**config.mk**
```make
export PLATFORM = sky130hd
export DESIGN_NAME = odyssey_analog_conditioner_flat
export DESIGN_NICKNAME = d
export VERILOG_FILES = /design/src/rtl/odyssey_analog_conditioner_pkg.sv /design/src/rtl/odyssey_analog_conditioner_if.sv /design/src/rtl/odyssey_analog_conditioner_ch.sv /design/src/rtl/odyssey_analog_conditioner.sv /design/src/flat_wrapper.sv
export SDC_FILE = /design/constraint.sdc
export NUM_CORES = 1
export LEC_CHECK = 0
export BUFFER_PORTS_ARGS = -buffer_cell sky130_fd_sc_hd__clkbuf_2
export CELL_PAD_IN_SITES_DETAIL_PLACEMENT = 1
export CELL_PAD_IN_SITES_GLOBAL_PLACEMENT = 2
export CORE_UTILIZATION = 41
export CTS_CLUSTER_SIZE = 28
export DETAILED_ROUTE_END_ITERATION = 8
export MAX_ROUTING_LAYER = met4
export PLACE_DENSITY_LB_ADDON = 0.1
export SETUP_SLACK_MARGIN = 0.05
export SYNTH_ARGS = -nofsm -noshare
export SYNTH_HDL_FRONTEND = slang
export SYNTH_HIERARCHICAL = 1
export SYNTH_SLANG_ARGS = --single-unit
```
**constraint.sdc**
```tcl
create_clock -name clk -period 12.6 [get_ports clk]
set_clock_uncertainty 0.2 [all_clocks]
set_input_delay 1.89 -clock clk [delete_from_list [all_inputs] [get_ports clk]]
set_output_delay 1.89 -clock clk [all_outputs]
set_load 0.1 [all_outputs]
```
**src/rtl/odyssey_analog_conditioner_pkg.sv**
```systemverilog
// Shared types and helpers for the Odyssey analog conditioner.
// FSM state enum, centre value, saturating negate.
package odyssey_analog_pkg;

  typedef enum logic [1:0] {
    IDLE,
    PROC,
    COMMIT
  } state_t;

  function automatic int centre(input int w);
    return 1 << (w - 1);
  endfunction

  // -2^(w-1) has no positive twin; clip it to the max.
  function automatic int sat_neg(input int v, input int w);
    if (v == -centre(w))
      return centre(w) - 1;
    return -v;
  endfunction

endpackage

```
**src/rtl/odyssey_analog_conditioner_if.sv**
```systemverilog
// Bus bundle between hps_io axes and the Odyssey core.
// master: raw_in/vsync/deadzone/invert out; slave: results out.
interface odyssey_analog_conditioner_if #(
  parameter int NUM_CH     = 8,
  parameter int DATA_W     = 8,
  parameter int DEADZONE_W = 4
);

  logic [NUM_CH*DATA_W-1:0] raw_in;
  logic                     vsync;
  logic [DEADZONE_W-1:0]    deadzone;
  logic [NUM_CH-1:0]        invert;
  logic [NUM_CH*DATA_W-1:0] axis_out;
  logic                     out_valid;
  logic                     busy;
  logic                     overrun;

  modport master (
    output raw_in, vsync, deadzone, invert,
    input  axis_out, out_valid, busy, overrun
  );

  modport slave (
    input  raw_in, vsync, deadzone, invert,
    output axis_out, out_valid, busy, overrun
  );

endinterface

```
**src/rtl/odyssey_analog_conditioner_ch.sv**
```systemverilog
// Per-axis function: invert, deadzone, offset-binary, slew.
// Ports: v/inv/deadzone(/prev with ANALOG_SLEW_EN) in, u out.
module odyssey_analog_ch
  import odyssey_analog_pkg::*;
#(
  parameter int DATA_W     = 8,
  parameter int DEADZONE_W = 4,
  parameter int SLEW_MAX   = 16
) (
  input  logic [DATA_W-1:0]     v,
  input  logic                  inv,
  input  logic [DEADZONE_W-1:0] deadzone,
`ifdef ANALOG_SLEW_EN
  input  logic [DATA_W-1:0]     prev,
`endif
  output logic [DATA_W-1:0]     u
);

  localparam int CTR  = centre(DATA_W);
  localparam int UMAX = 2 * CTR - 1;

  int s;
  int m;
  int r;
`ifdef ANALOG_SLEW_EN
  int lo;
  int hi;
`endif

  always_comb begin
    s = int'($signed(v));
    if (inv)
      s = sat_neg(s, DATA_W);
    m = (s < 0) ? -s : s;
    if (m <= int'({1'b0, deadzone}))
      s = 0;
    r = s + CTR;
`ifdef ANALOG_SLEW_EN
    lo = int'({1'b0, prev}) - SLEW_MAX;
    hi = int'({1'b0, prev}) + SLEW_MAX;
    if (lo < 0)
      lo = 0;
    if (hi > UMAX)
      hi = UMAX;
    if (r < lo)
      r = lo;
    if (r > hi)
      r = hi;
`endif
    u = DATA_W'(r);
  end

endmodule

```
**src/rtl/odyssey_analog_conditioner.sv**
```systemverilog
// Frame-synchronous analog axis conditioner (optional ANALOG_SLEW_EN).
// Ports: clk, reset (async high), bus (slave modport).
module odyssey_analog_conditioner
  import odyssey_analog_pkg::*;
#(
  parameter int NUM_CH     = 8,
  parameter int DATA_W     = 8,
  parameter int DEADZONE_W = 4,
  parameter int SLEW_MAX   = 16
) (
  input logic clk,
  input logic reset,
  odyssey_analog_conditioner_if.slave bus
);

  localparam int IW = (NUM_CH > 1) ? $clog2(NUM_CH) : 1;
  localparam logic [IW-1:0] LAST = IW'(NUM_CH - 1);
  localparam logic [DATA_W-1:0] CTR = DATA_W'(centre(DATA_W));

  state_t state;
  state_t state_d;

  logic vsync_q;
  logic rise;
  logic busy;
  logic commit;
  logic out_valid;
  logic overrun;

  logic [IW-1:0] ch_idx;
  logic [NUM_CH-1:0] inv_q;
  logic [NUM_CH-1:0][DATA_W-1:0] shadow;
  logic [NUM_CH-1:0][DATA_W-1:0] work;
  logic [NUM_CH-1:0][DATA_W-1:0] axis_q;
  logic [DATA_W-1:0] u;

  assign rise = bus.vsync & ~vsync_q;

  always_ff @(posedge clk or posedge reset) begin
    if (reset)
      state <= IDLE;
    else
      state <= state_d;
  end

  always_comb begin
    state_d = state;
    unique case (state)
      IDLE:    if (rise) state_d = PROC;
      PROC:    if (ch_idx == LAST) state_d = COMMIT;
      COMMIT:  state_d = IDLE;
      default: state_d = IDLE;
    endcase
  end

  always_comb begin
    busy   = (state != IDLE);
    commit = (state == COMMIT);
  end

  always_ff @(posedge clk or posedge reset) begin
    if (reset) begin
      vsync_q   <= 1'b0;
      ch_idx    <= '0;
      inv_q     <= '0;
      shadow    <= '0;
      work      <= '0;
      axis_q    <= {NUM_CH{CTR}};
      out_valid <= 1'b0;
      overrun   <= 1'b0;
    end else begin
      vsync_q   <= bus.vsync;
      out_valid <= commit;
      // No re-queue: a rise during a set is dropped and flagged.
      if (rise && busy)
        overrun <= 1'b1;
      if (!busy && rise) begin
        shadow <= bus.raw_in;
        inv_q  <= bus.invert;
        ch_idx <= '0;
      end
      if (state == PROC) begin
        work[ch_idx] <= u;
        ch_idx       <= ch_idx + 1'b1;
      end
      if (commit)
        axis_q <= work;
    end
  end

  odyssey_analog_ch #(
    .DATA_W     (DATA_W),
    .DEADZONE_W (DEADZONE_W),
    .SLEW_MAX   (SLEW_MAX)
  ) u_ch (
    .v        (shadow[ch_idx]),
    .inv      (inv_q[ch_idx]),
    .deadzone (bus.deadzone),
`ifdef ANALOG_SLEW_EN
    .prev     (axis_q[ch_idx]),
`endif
    .u        (u)
  );

  assign bus.axis_out  = axis_q;
  assign bus.out_valid = out_valid;
  assign bus.busy      = busy;
  assign bus.overrun   = overrun;

endmodule

```
**src/flat_wrapper.sv**
```systemverilog
// flat-port wrapper written by rule: the top's interface ports become plain ports
module odyssey_analog_conditioner_flat import odyssey_analog_pkg::*;
#(
  parameter int NUM_CH     = 8,
  parameter int DATA_W     = 8,
  parameter int DEADZONE_W = 4,
  parameter int SLEW_MAX   = 16
)
  (clk, reset, bus_raw_in, bus_vsync, bus_deadzone, bus_invert, bus_axis_out, bus_out_valid, bus_busy, bus_overrun);
  odyssey_analog_conditioner_if #(.NUM_CH(NUM_CH), .DATA_W(DATA_W), .DEADZONE_W(DEADZONE_W)) bus_i ();
  input logic clk;
  input logic reset;
  input wire logic [$bits(bus_i.raw_in)-1:0] bus_raw_in;
  input wire logic [$bits(bus_i.vsync)-1:0] bus_vsync;
  input wire logic [$bits(bus_i.deadzone)-1:0] bus_deadzone;
  input wire logic [$bits(bus_i.invert)-1:0] bus_invert;
  output wire logic [$bits(bus_i.axis_out)-1:0] bus_axis_out;
  output wire logic [$bits(bus_i.out_valid)-1:0] bus_out_valid;
  output wire logic [$bits(bus_i.busy)-1:0] bus_busy;
  output wire logic [$bits(bus_i.overrun)-1:0] bus_overrun;
  assign bus_i.raw_in = bus_raw_in;
  assign bus_i.vsync = bus_vsync;
  assign bus_i.deadzone = bus_deadzone;
  assign bus_i.invert = bus_invert;
  assign bus_axis_out = bus_i.axis_out;
  assign bus_out_valid = bus_i.out_valid;
  assign bus_busy = bus_i.busy;
  assign bus_overrun = bus_i.overrun;
  odyssey_analog_conditioner #(.NUM_CH(NUM_CH), .DATA_W(DATA_W), .DEADZONE_W(DEADZONE_W), .SLEW_MAX(SLEW_MAX)) u_core (.clk(clk), .reset(reset), .bus(bus_i));
endmodule
```
==> results.cfg <==
[timing]
whs_ns = 0.256
slew_headroom_pct = 28.3
hold_violations = 0
rsz0062_at_grt = no
tightest_slew_ns = 1.07
fin_crit_ns = 7.18
fmax_mhz = 139
slew_violations = 0
setup_violations = 0
finalCritPeriodShare_pct = 56.9
setup_tns_ns = 0

[grt]
track_usage_pct = 22.6
grt_max_degree = 127
grt_pass1_vias = 7578
antenna_found_initial = 0
grt_overflow_total = 0
grt_pass1_wl_mm = 42.1

[cells_and_area]
instances_no_fill = 1303
design_area_sq_um = 11500
layout-drive-gt1-share_pct = 38.3
fin_nets = 1063
fillers = 2546
diodes = 0
synthToLayoutAreaGrowth_pct = 17.8

[routing]
dr.pass1.iters = 4
dr_wl_met2_mm = 12.2
ant_nets = 0
wirelength_met1_mm = 12.0
via_per_inst = 5.26
top_layer = met4
met3WireLength_um = 829
wirelength_mm = 25.6
drtIter0Drc = 338
post_drt_wl_per_cell_um = 19.6
via_count = 6852
drc = 0

[place]
port_buffers = 145
gp_congestion = 0.832
dp_cells = 1261
hpwl_mm = 17.9
placed_cell_area_sq_um = 10800

[critical_path]
worst-r2r-setup-slack_ns = 5.42
crit_fanout = 27
crit_required_ns = 12.80
reg2reg_depth = 18
r2r-end = u_core/work[58]
endpoint_kind = flip-flop
start_kind = flip-flop
r2r-start = u_core/ch_idx[0]
critPathLaunch = u_core/ch_idx[0]
crit_type = reg -> reg
critical_path_arrival_ns = 7.37

[synthesis]
ys_seq_area_share_pct = 53.3
yosys.area_share.adder_pct = 2.04
yosysTopAreaCell = dfrtp_1
synth_seq_cells = 208
syn_nets = 930
synth_edf_count = 0
synthArstFlopShare_pct = 100
synthTopCellsByCount = nand2_1, dfrtp_1, mux2_2, nor2_1
synth.area.top_cells = dfrtp_1, mux2_2, nand2_1
synthCells = 835
synthSimpleGateAreaFrac_pct = 15.1
synth_compound_area_share_pct = 4.93
synthesis.area_sq_um = 9790
synth.avg_cell_area_sq_um = 11.7
synth_top_family_by_area = multiplexers
synthMuxAreaShare_pct = 21.0
yosysUniqueCellTypes = 77
synth_flop_cell = dfrtp_1
yosysWarnings = 6
post-synth-top-count-cell = nand2_1
synth_xor_area_share_pct = 0.716
synth_top_area_share_pct = 51.1

[min_path]
hold_start = u_core/bus.axis_out[7]
hold_class = reg -> reg
worstHoldEndpoint = u_core/bus.axis_out[7]
hold_depth = 2

[clocking]
post-cts-setup-buffers = 0
cts.sinks = 208
clkLatencyLatePin_ns = 0.53
cts_resized = 0
clk_pin_slew_ns = 0.06
numCtsBuffers = 24
cts_buffer_depth = 3
cts_tree = done
htreeDepth = 1
clockRootBuffer = clkbuf_16
cts_hold_buf = 0

[floorplan]
rows = 56
dieWidth_um = 157
fp.coreArea_sq_um = 23500
pin_count = 146
start_util_pct = 41.7
fp.dieArea_sq_um = 24500
die_y_um = 157

[run]
maxCapViolations = 0

[status]
outcome = finished, final reports clean
worst max-delay path: stages (launching register included):
cell,delay [ns]
dfrtp_2,0.91
mux4_2,0.61
mux2_2,0.40
nor3_2,0.63
nand3_1,0.15
ha_1,0.41
a21boi_0,0.51
or2_1,0.29
nor2_1,0.06
a21oi_1,0.13
ha_1,0.26
nor2b_1,0.13
o21ai_0,0.17
a21oi_1,0.09
nor4_1,0.32
or4b_4,0.53
nor4_4,0.50
a21oi_1,0.33
mux2_2,0.38
worst max-delay path by stage:
stage                                         to  slack (ns)  cells past startpoint
after floorplan           u_core/bus.axis_out[0]        4.84                      1
after global routing             u_core/work[60]        4.96                     18
after global placement           u_core/work[44]        5.74                     18
after detailed placement         u_core/work[52]        5.46                     18
final                            u_core/work[58]        5.42                     18
after CTS                        u_core/work[10]        5.42                     18
cell families after synthesis:
family                   count (synthesis)
AO/OA/AOI/OAI                           70
XOR/XNOR                                 8
adder cells (fa/ha/maj)                 16
buffers and inverters                   59
flip-flops                             208
multiplexers                           165
AND/OR/NAND/NOR                        309
state kept, by name (all words and copies together) (netlist names):
name and flops:
u_core/state 2, u_core/work 64, u_core/vsync_q 1, u_core/ch_idx 3, u_core/bus.overrun 1, u_core/shadow 64, u_core/bus.axis_out 64, u_core/inv_q 8
u_core/bus.out_valid 1
metrics by stage:
step	utilization, %	worst slack (ns)
after floorplan	-	4.84
after global placement	45.8	5.74
after detailed placement	45.8	5.46
after CTS	49.1	5.42
after global routing	49.1	4.96
final	49.1	5.42
cell type report:
class / count / area, sq um / share of cell area [%]
clock buffers: 37 / 699 / 6.07
clock inverters: 5 / 81.3 / 0.705
inverters: 16 / 67.6 / 0.586
multi-input cells: 568 / 4300 / 37.3
flip-flops and latches: 208 / 5220 / 45.2
well taps: 319 / 399 / 3.46
repair buffers: 150 / 763 / 6.62
cells in the final DEF (no fill, tap or decap), types with 6 or more instances in the layout:
master,n
dfstp_2,8
o21ai_0,11
nand2b_1,6
clkbuf_16,24
nand4_1,6
inv_1,13
nor2b_1,6
nand3_1,11
mux2_2,145
nor2_1,23
clkbuf_2,145
a31oi_1,7
ha_1,16
nand2_1,211
mux4_2,18
a21oi_1,16
clkbuf_1,8
dfrtp_1,199
routing by layer:
layer	vias to the layer above	track usage (%)
met2	127	35.9
li1	3191	-
met3	39	2.91
met1	3495	30.5
met4	0	6.30
met5	-	-
Power is not shown: default switching activity piles up to over one toggle a cycle in this logic, so the estimate is an artifact.
